`src/rtl/uart_multibyte_transmitter.sv`:
```
// Multibyte 8N1 UART transmitter: one 2**MSG_LOG_WIDTH-byte word per valid/ready handshake, byte 0 first.
// Define UART_MB_TX_TWO_STOP_EN to end every byte with two stop bits (11-bit frames).
module uart_multibyte_transmitter #(
  parameter int CLK_CYCLES    = 4178,
  parameter int CTR_WIDTH     = 16,
  parameter int MSG_LOG_WIDTH = 3
) (
  input  logic                              clk,
  input  logic                              reset_n,
  input  logic [8*(2**MSG_LOG_WIDTH)-1:0]   data,
  input  logic                              valid,
  output logic                              ready,
  output logic                              uart_tx,
  output logic [7:0]                        led
);

  localparam int NUM_BYTES = 2**MSG_LOG_WIDTH;
  localparam int MSG_W     = 8*NUM_BYTES;
  localparam int BIDX_W    = (MSG_LOG_WIDTH > 0) ? MSG_LOG_WIDTH : 1;
`ifdef UART_MB_TX_TWO_STOP_EN
  localparam logic [2:0] LAST_STOP = 3'd1;
`else
  localparam logic [2:0] LAST_STOP = 3'd0;
`endif
  localparam logic [CTR_WIDTH-1:0] BIT_LOAD  = CTR_WIDTH'(CLK_CYCLES-1);
  localparam logic [BIDX_W-1:0]    LAST_BYTE = BIDX_W'(NUM_BYTES-1);

  typedef enum logic [1:0] {IDLE, START, DATA, STOP} state_t;

  state_t                state_q, state_d;
  logic [CTR_WIDTH-1:0]  cnt_q, cnt_d;
  logic [2:0]            bit_q, bit_d;
  logic [BIDX_W-1:0]     byte_q, byte_d;
  logic [MSG_W-1:0]      msg_q, msg_d;
  logic [7:0]            led_q, led_d;
  logic                  tx_q, tx_d;
  logic                  ready_q, ready_d;
  logic [7:0]            next_byte;

  always_ff @(posedge clk or negedge reset_n) begin
    if (!reset_n) begin
      state_q <= IDLE;
      cnt_q   <= '0;
      bit_q   <= '0;
      byte_q  <= '0;
      msg_q   <= '0;
      led_q   <= 8'h00;
      tx_q    <= 1'b1;
      ready_q <= 1'b1;
    end else begin
      state_q <= state_d;
      cnt_q   <= cnt_d;
      bit_q   <= bit_d;
      byte_q  <= byte_d;
      msg_q   <= msg_d;
      led_q   <= led_d;
      tx_q    <= tx_d;
      ready_q <= ready_d;
    end
  end

  always_comb begin
    state_d = state_q;
    cnt_d   = cnt_q;
    bit_d   = bit_q;
    byte_d  = byte_q;
    msg_d   = msg_q;
    led_d   = led_q;
    case (state_q)
      IDLE: begin
        if (valid && ready_q) begin
          msg_d   = data;
          byte_d  = '0;
          bit_d   = '0;
          cnt_d   = BIT_LOAD;
          state_d = START;
        end
      end
      START: begin
        if (cnt_q == '0) begin
          cnt_d   = BIT_LOAD;
          bit_d   = '0;
          state_d = DATA;
        end else begin
          cnt_d = cnt_q - 1'b1;
        end
      end
      DATA: begin
        if (cnt_q == '0) begin
          cnt_d = BIT_LOAD;
          if (bit_q == 3'd7) begin
            bit_d   = '0;
            state_d = STOP;
          end else begin
            bit_d = bit_q + 3'd1;
          end
        end else begin
          cnt_d = cnt_q - 1'b1;
        end
      end
      STOP: begin
        if (cnt_q == '0) begin
          cnt_d = BIT_LOAD;
          if (bit_q == LAST_STOP) begin
            // Byte done: publish it, drop it from the buffer, move to the next one.
            bit_d   = '0;
            led_d   = msg_q[7:0];
            msg_d   = msg_q >> 8;
            if (byte_q == LAST_BYTE) begin
              byte_d  = '0;
              cnt_d   = '0;
              state_d = IDLE;
            end else begin
              byte_d  = byte_q + 1'b1;
              state_d = START;
            end
          end else begin
            bit_d = bit_q + 3'd1;
          end
        end else begin
          cnt_d = cnt_q - 1'b1;
        end
      end
      default: state_d = IDLE;
    endcase
  end

  // Outputs are registered from the next state so the line never glitches.
  assign next_byte = msg_d[7:0];

  always_comb begin
    tx_d    = 1'b1;
    ready_d = 1'b0;
    case (state_d)
      IDLE:    ready_d = 1'b1;
      START:   tx_d    = 1'b0;
      DATA:    tx_d    = next_byte[bit_d];
      default: tx_d    = 1'b1;
    endcase
  end

  assign ready   = ready_q;
  assign uart_tx = tx_q;
  assign led     = led_q;

endmodule
```
`config.mk`:
```
export PLATFORM = sky130hd
export DESIGN_NAME = uart_multibyte_transmitter
export DESIGN_NICKNAME = d
export VERILOG_FILES = /design/src/rtl/uart_multibyte_transmitter.sv
export SDC_FILE = /design/constraint.sdc
export NUM_CORES = 1
export LEC_CHECK = 0
export BUFFER_PORTS_ARGS = -buffer_cell sky130_fd_sc_hd__buf_2
export CORE_ASPECT_RATIO = 1.5
export CORE_MARGIN = 2
export CORE_UTILIZATION = 32
export DETAILED_ROUTE_END_ITERATION = 10
export GPL_TIMING_DRIVEN = 0
export MAX_ROUTING_LAYER = met4
export PLACE_DENSITY = 0.6
export RECOVER_POWER = 25
export SLEW_MARGIN = 30
export SYNTH_ARGS = -nofsm -noshare
export SYNTH_HDL_FRONTEND = slang
export SYNTH_SLANG_ARGS = --single-unit
```
`constraint.sdc`:
```
create_clock -name clk -period 5.8 [get_ports clk]
set_input_delay 1.16 -clock clk [delete_from_list [all_inputs] [get_ports clk]]
set_output_delay 1.16 -clock clk [all_outputs]
set_load 0.005 [all_outputs]
```
==> impl_results.md <==
* Pwr Density at 234 nW/um^2
* Worst Slack Setup Final at 2160 ps
* Sum Neg Setup Slack at 0 ps
* Sw power at 279 uW
* Post-synthesis adder-cell area fraction at 3.08%
* Setup crit end kind: asynchronous set/reset pin
* Row cnt at 55
* WP data arrival at 3770 ps
* Clock power frac at 47.2%
* Syn Area/Cell at 10.3 sq um
* Multi-input logic area at 2210 sq um
* Combinational power share at 2.8%
* Hold-fix buffers, CTS at 0
* Max-cap violation count at 2
* Post-DP HPWL at 10100 um
* Slew headroom at -17.0%
* Least-Margin Pin Slew at 1750 ps
* Reg area at 2450 sq um
* Die X-Extent at 105 um
* WP buf/inv at 2
* Failing checks: max-capacitance violations, max-slew violations
* Top cell family by delay on the critical path: buffers and inverters
* Vias in the first global route at 4082
* Gate Count Post-Synth at 474
* 1st-pass router iterations at 5
* Sw Ratio at 20.4%
* GPL Wtd Cong at 0.950
* Ports at 77
* Pleak at 2.63 nW
* Power, Total at 1.37 mW
* Via density per instance at 5.26
* Syn_nets at 553
* Clock buffer depth at 2
* Die height at 155 um
* CP cell instances: clkbuf_1, clkbuf_2
* FF-to-FF setup slack at 2530 ps
* RSZ-0062 raised after global routing: no
* Largest fanout on the critical path at 70
* Ys Warns at 0
* Drt total wl at 13400 um
* Number of flops mapped to enable cells by yosys at 0
* Internal at 1.09 mW
* # nets final at 641
* Global-route wire length before repair at 21300 um
* Crit-path max cell delay at 1450 ps
* Routed Antenna Nets at 0
* Reg power frac at 50.0%
* DRC viols at 0
* Placed Instances at 750
* Endpoints failing setup at 0
* Post-synthesis mux area share at 2.52%
* Diode count at 0
* Main synth FF type: dfrtp_1
* Post_cts resized at 0
* Commonest non-fill, non-tap cell in the layout: dfrtp_1
* Netlist cell types at 51
* Die area at 16200 sq um
* Most frequent cells in the layout: dfrtp_1, buf_2, nand2_1, a22oi_1, o31ai_1
* Core Util, Final at 38.9%
* Peak supply drop at 129 uV
* Fraction of layout cells with a size suffix above 1 at 21.5%
* Starting DRC count in detailed routing at 325
* Clk root buf: clkbuf_16
* Clock transition at path regs at 70 ps
* All-Layer GR Usage at 17.2%
* Synth Area in XOR/XNOR at 1.80%
* Pre-CTS setup slack at 2400 ps
* Largest family of logic cells by synthesized area: compound AO/OA/AOI/OAI gates
* Largest net degree at the start of global routing at 71
* Initial antenna violation count at 0
* WL/cell at 17.4 um
* Crit path launch type: input pin
* Worst hold path type: flop to flop
* Worst-skew pair later-pin latency at 350 ps
* Simple-gate share of the synthesized area at 14.1%
* Max H-tree Level at 3
* Area grow syn2layout at 19.7%
* Final worst path period share at 62.8%
* Fill cell count at 1540
* Post-route cell area at 5830 sq um
* CTS tree: done
* Async set-reset flop share out of synthesis at 100%
* Setup CP Type: input pin to asynchronous set/reset pin
* Sequential area share after synthesis at 50.4%
* Max-slew violation count at 101
* Initial Util at 32.5%
* Post-layout min period at 3640 ps
* GRT overflow at 0
* Mapped Area at 4870 sq um
* Dpl cell area at 5530 sq um
* Buffers on Ports at 76
* Synth Area in Compound Gates at 23.7%
* Core box area at 15000 sq um
* Fin cells at 766
* Worst hold slack at 477 ps
* Post-CTS Setup Inserts at 0
* Clock Skew at 5.72 ps
* Max Fclk at 275 MHz
* Yosys reg bits at 98
* Clk sinks at 98
* Via count at 4032
* Slowest stage cell, crit path: clkbuf_2
* WP data required at 5930 ps
* Final hold vios at 0
* Status: finished with violations
* CTS buffer count at 9
routing by layer:
metal	up-vias	GRT usage, %	share of wire [%]
li1	1920	-	-
met1	1996	19.4	41
met2	100	30.4	53
met3	16	3.10	3.9
met4	0	6.10	2.1
met5	-	-	0
sequential cells by signal (all words and copies together), names as in the netlist:
signal / count
msg_q: 64
state_q: 2
led: 8
byte_q: 3
bit_q: 3
ready: 1
cnt_q: 16
uart_tx: 1
synthesized netlist by cell type, types with 3 or more instances:
master | instances | area, sq um
a21oi_1 | 14 | 70.1
a221o_1 | 3 | 30.0
a221o_2 | 5 | 56.3
a22o_1 | 9 | 78.8
a22oi_1 | 50 | 375
and2_1 | 7 | 43.8
clkbuf_1 | 30 | 113
dfrtp_1 | 96 | 2400
ha_1 | 12 | 150
inv_1 | 13 | 48.8
mux2_2 | 10 | 113
nand2_1 | 68 | 255
nand3b_1 | 4 | 30.0
nor2_1 | 32 | 120
nor2b_1 | 3 | 18.8
nor3_1 | 5 | 25.0
nor4_1 | 4 | 25.0
nor4_4 | 3 | 63.8
o21ai_0 | 8 | 40.0
o31a_1 | 3 | 26.3
o31ai_1 | 49 | 368
xnor2_1 | 5 | 43.8
xor2_1 | 5 | 43.8
final cells by class:
| type | instances | area share (%) |
|---|---|---|
| plain buffers | 36 | 2.81 |
| clock buffers | 11 | 4.16 |
| clock inverters | 5 | 1.33 |
| inverters | 13 | 0.837 |
| multi-input cells | 327 | 37.9 |
| flip-flops and latches | 98 | 42.1 |
| well taps | 199 | 4.27 |
| repair buffers | 77 | 6.59 |
power groups by stage:
stage	logic, mW	registers (mW)	clock network [mW]
after floorplan	0.000367	0.696	0
after global placement	0.0392	0.696	0
after detailed placement	0.0423	0.696	0
after CTS	0.0424	0.683	0.653
after global routing	0.0429	0.683	0.678
final	0.0380	0.683	0.645
path summary, 6_finish.rpt:
| path | start | end | cells past startpoint |
|---|---|---|---|
| max | reset_n | msg_q[3] | 2 |
| min in group asynchronous | reset_n | msg_q[13] | 1 |
| min reg2reg | msg_q[43] | msg_q[43] | 2 |
| min | msg_q[43] | msg_q[43] | 2 |
| max reg2reg | state_q[1] | msg_q[48] | 8 |
| max in group clk | state_q[1] | msg_q[48] | 8 |
kinds of logic (layout without fill, tap and decap cells):
logic type | Yosys count | count (layout)
AND/OR/NAND/NOR | 140 | 140
flip-flops | 98 | 98
buffers and inverters | 49 | 142
adder cells (fa/ha/maj) | 12 | 12
AO/OA/AOI/OAI | 154 | 154
multiplexers | 11 | 11
XOR/XNOR | 10 | 10
(Power assumes the default switching activity.)
